[src/rtl/instr_reg_pkg.sv]
// Shared CPU definitions: opcode map, fetch-phase encodings and the
// instruction-register FSM state encodings used by the IR and the controller.
package instr_reg_pkg;

    localparam logic [2:0] OP_NOP = 3'b000;
    localparam logic [2:0] OP_LDO = 3'b001;
    localparam logic [2:0] OP_LDA = 3'b010;
    localparam logic [2:0] OP_STO = 3'b011;
    localparam logic [2:0] OP_PRE = 3'b100;
    localparam logic [2:0] OP_ADD = 3'b101;
    localparam logic [2:0] OP_LDM = 3'b110;
    localparam logic [2:0] OP_HLT = 3'b111;

    localparam logic [1:0] FETCH_IDLE = 2'b00;
    localparam logic [1:0] FETCH_HI   = 2'b01;
    localparam logic [1:0] FETCH_LO   = 2'b10;
    localparam logic [1:0] FETCH_ILL  = 2'b11;

    localparam logic [1:0] ST_EMPTY = 2'b00;
    localparam logic [1:0] ST_HI    = 2'b01;
    localparam logic [1:0] ST_FULL  = 2'b10;

    // Single-byte instructions need no low-byte fetch.
    function automatic logic is_single_byte(input logic [2:0] op);
        return (op == OP_NOP) || (op == OP_PRE) || (op == OP_ADD) ||
               (op == OP_LDM) || (op == OP_HLT);
    endfunction

endpackage

[src/rtl/instr_reg.sv]
// Instruction register: captures the high byte (opcode + short address) and
// the optional low byte from ROM under the controller's fetch phase.
module instr_reg
    import instr_reg_pkg::*;
#(
    parameter int DATA_W = 8,
    parameter int OP_W   = 3
) (
    input  logic                   clk,
    input  logic                   rst,
    input  logic                   ena,
    input  logic [1:0]             fetch,
    input  logic [DATA_W-1:0]      data,
    output logic [OP_W-1:0]        ins,
    output logic [DATA_W-OP_W-1:0] ad1,
    output logic [DATA_W-1:0]      ad2,
    output logic                   ir_full,
    output logic                   seq_err,
    output logic [7:0]             instr_cnt,
    output logic [1:0]             state_o
);

    logic [1:0]        state_q, state_d;
    logic [DATA_W-1:0] hi_q, hi_d;
    logic [DATA_W-1:0] ad2_q, ad2_d;
    logic [7:0]        cnt_q, cnt_d;
    logic              err_q, err_d;

    // Handshake: a load is accepted on a rising clk when ena=1 and fetch is
    // 01, or 10 while in HI. Anything else with ena=1 and fetch!=00 is a
    // sequence error; with ena=0 the inputs are not looked at.
    always_comb begin
        state_d = state_q;
        hi_d    = hi_q;
        ad2_d   = ad2_q;
        cnt_d   = cnt_q;
        err_d   = err_q;
        if (ena) begin
            case (fetch)
                FETCH_HI: begin
                    hi_d    = data;
                    ad2_d   = '0;
                    cnt_d   = cnt_q + 8'd1;
                    state_d = ST_HI;
                end
                FETCH_LO: begin
                    if (state_q == ST_HI) begin
                        ad2_d   = data;
                        state_d = ST_FULL;
                    end else begin
                        err_d = 1'b1;
                    end
                end
                FETCH_ILL: begin
                    err_d = 1'b1;
                end
                default: begin
                end
            endcase
        end
    end

    always_ff @(posedge clk or posedge rst) begin
        if (rst) begin
            state_q <= ST_EMPTY;
            hi_q    <= '0;
            ad2_q   <= '0;
            cnt_q   <= '0;
            err_q   <= 1'b0;
        end else begin
            state_q <= state_d;
            hi_q    <= hi_d;
            ad2_q   <= ad2_d;
            cnt_q   <= cnt_d;
            err_q   <= err_d;
        end
    end

    assign ins       = hi_q[DATA_W-1 -: OP_W];
    assign ad1       = hi_q[DATA_W-OP_W-1:0];
    assign ad2       = ad2_q;
    assign ir_full   = (state_q == ST_FULL);
    assign seq_err   = err_q;
    assign instr_cnt = cnt_q;
    assign state_o   = state_q;

endmodule

[config.mk]
export PLATFORM = sky130hd
export DESIGN_NAME = instr_reg
export DESIGN_NICKNAME = d
export VERILOG_FILES = /design/src/rtl/instr_reg_pkg.sv /design/src/rtl/instr_reg.sv
export SDC_FILE = /design/constraint.sdc
export NUM_CORES = 1
export LEC_CHECK = 0
export CORE_ASPECT_RATIO = 1.5
export CORE_UTILIZATION = 47
export DETAILED_ROUTE_END_ITERATION = 10
export PLACE_DENSITY = 0.81
export SKIP_CTS_REPAIR_TIMING = 1
export SYNTH_ARGS = -nofsm -noshare
export SYNTH_HDL_FRONTEND = slang
export SYNTH_SLANG_ARGS = --single-unit
[constraint.sdc]
create_clock -name clk -period 3.8 [get_ports clk]
set_clock_uncertainty 0.2 [all_clocks]
set_input_delay 0.76 -clock clk [delete_from_list [all_inputs] [get_ports clk]]
set_output_delay 0.76 -clock clk [all_outputs]
set_load 0.02 [all_outputs]
==> out/qor.yml <==
run_status: "finished, final reports clean"
cts_made_buffers: 3
cts.reportedPaths.clkPinSlew_ps: 130
die_width_um: 42.4
finalCoreUtilization_pct: 69.2
hold_violations: 0
io_pins: 41
synth_seq_area_share_pct: 58.8
clock_insertion_delay_worst_skew_ps: 310
timing.critical_path.from_type: "register"
synth.avg_cell_area_um2: 11.3
grt_setup_unrepaired: "false"
maxSlewViolCount: 0
place_worst_setup_slack_ps: 1400
worstPathMaxFanout: 4
critical-path-slowest-cell: "clkdlybuf4s50_1"
setup_violations: 0
gp_congestion: 0.772
cell_area_after_synthesis_um2: 1150
max_cap_viol_count: 0
fp.dieArea_um2: 2650
drt-pass1-iter-count: 4
timing.critical_path.buf_inv: 1
routedWlPerCell_um: 12.2
clock-sinks: 27
ys_ff_latch: 27
leakage_nw: 0.716
cp.arrival_ps: 1520
p_total_uw: 844
p_per_area_nw_per_um2: 540
row_count: 21
setup_tns_ps: 0
core_area_um2: 2260
startpoint: "state_o[1]"
synth.net_count: 116
rr_startpoint: "state_o[1]"
slew-limit-headroom_pct: 34.2
via_count: 832
worst_min_delay_path_category: "register to register"
overflow: 0
hold_start: "instr_cnt[7]"
antenna_found_initial: 0
stage_delay_of_the_slowest_cell_on_the_critical_path_ps: 620
critical_path_class: "register to output pin"
number_of_global_route_vias_before_repair: 772
max_freq_mhz: 403
path_cells: "nor2b_1 > clkdlybuf4s50_1"
crit_family: "buffers and inverters"
met1_usage_pct: 20.3
r2r_setup_slk_ps: 2250
synth_cells: 102
ctsRootBufferMaster: "clkbuf_4"
post_route_cells_drive_above_1_share_pct: 4.93
tightestPinTransition_ps: 986
ys.warnings.count: 0
drt_iter0_markers: 7
port_buffers: 40
grt_busiest_layer: "met2"
level_count_of_the_clock_h_tree: 1
hpwl_um: 1560
layout_setup_ws_ps: 1320
route.final.wire_length_um: 2020
hold-worst-slack_ps: 281
antennaDiodeCount: 0
drtAntennaViolNets: 0
grt_usage_pct: 16.7
initial_utilization_pct: 50.9
drcViolationCount: 0
design.final.nets: 157
grt_met2_usage_pct: 29.2
cts_max_path_buffers: 2
route.detailed.vias_per_inst: 5.04
flow.area_growth_from_synthesis_pct: 35.9
required_arrival_time_at_the_worst_endpoint_ps: 2840
end_kind: "output pin"
netlist-cell-type-count: 23
post_route_fraction_of_the_period_consumed_by_the_critical_path_pct: 65.2
cts_tree: "built"
die_height_um: 62.6
grt_max_degree: 29
final_period_minus_worst_setup_slack_ps: 2480
max-vdd-ir-drop_v: 0.000335
wire_length_of_the_first_global_routing_pass_um: 3470
met3_usage_pct: 1.73
-- state kept, by name (all words and copies together), names as in the netlist --
| name | count |
|---|---|
| state_o | 2 |
| ad2 | 8 |
| hi_q | 8 |
| seq_err | 1 |
| instr_cnt | 8 |
-- final cells by class --
cell class                      count  area, µm²
Multi-Input combinational cell     61        393
Tap cell                           23       28.8
Timing Repair Buffer               40        400
Inverter                           10       37.5
Clock inverter                      1       5.00
Sequential cell                    27        676
Clock buffer                        3       22.5
Fill cell                         191        697
-- worst register-to-register path, stage by stage, from the launching register on --
cell and delay (ps):
dfrtp_1 440, nor3b_2 210, nor2b_4 390, mux2i_1 240
-- placed cells by master, fill, tap and decap left out, types with 2 or more instances in the layout --
cell              n
xnor2_1           7
o21ai_1           9
nand4_1           2
nand2_1          22
clkdlybuf4s50_1  40
inv_1            10
nand3_1           2
dfrtp_1          27
mux2i_1           8
clkbuf_4          3
-- through the flow --
step,instances,cell area [µm²]
2_1_floorplan,102,1150
3_3_place_gp,161,1540
3_5_place_dp,161,1540
4_1_cts,165,1560
5_1_grt,165,1560
6_report,165,1560
-- Yosys cell counts --
master	number	share of area [%]
o21ai_1	9	3.9
o21bai_1	1	0.65
and4_1	1	0.76
ha_1	1	1.1
xnor2_1	7	5.3
nand3b_2	1	0.98
inv_1	10	3.3
buf_4	1	0.65
mux2i_1	8	7.0
nor2b_4	1	1.2
nand3_1	2	0.87
buf_12	1	1.7
buf_6	1	0.98
nor3b_2	1	1.1
and3b_1	1	0.76
and3_1	1	0.54
nor2b_1	1	0.54
nand4_1	2	1.1
buf_2	1	0.43
nand2_1	22	7.2
and2_1	1	0.54
dfrtp_1	27	59
a21o_1	1	0.65
-- per-layer routing --
| layer | part of all wire, % | wire, µm |
|---|---|---|
| met5 | 0 | 0 |
| met4 | 1.5 | 31 |
| met3 | 3.8 | 76 |
| met2 | 54 | 1080 |
| met1 | 41 | 827 |
-- cell families (layout without fill, tap and decap cells) --
group                    count (synthesis)  in the layout  share of synthesized area (%)
multiplexers                             8              8                           6.96
AO/OA/AOI/OAI                           11             11                           5.22
adder cells (fa/ha/maj)                  1              1                           1.09
flip-flops                              27             27                           58.8
buffers and inverters                   14             54                           7.07
XOR/XNOR                                 7              7                           5.33
AND/OR/NAND/NOR                         34             34                           15.6
-- final timing paths --
kind / end / depth (start not counted)
max in group asynchronous: hi_q[5] / 2
worst min register to register: instr_cnt[7] / 1
worst max-delay path: ir_full / 2
worst max register to register: ad2[1] / 3
worst min-delay path: instr_cnt[7] / 1
min in group asynchronous: instr_cnt[5] / 2
-- where the power goes --
part	internal (mW)	switching, mW
clock network	0.0393	0.0768
logic	0.166	0.157
registers	0.350	0.0550
Power figures use the tool's default switching activity.
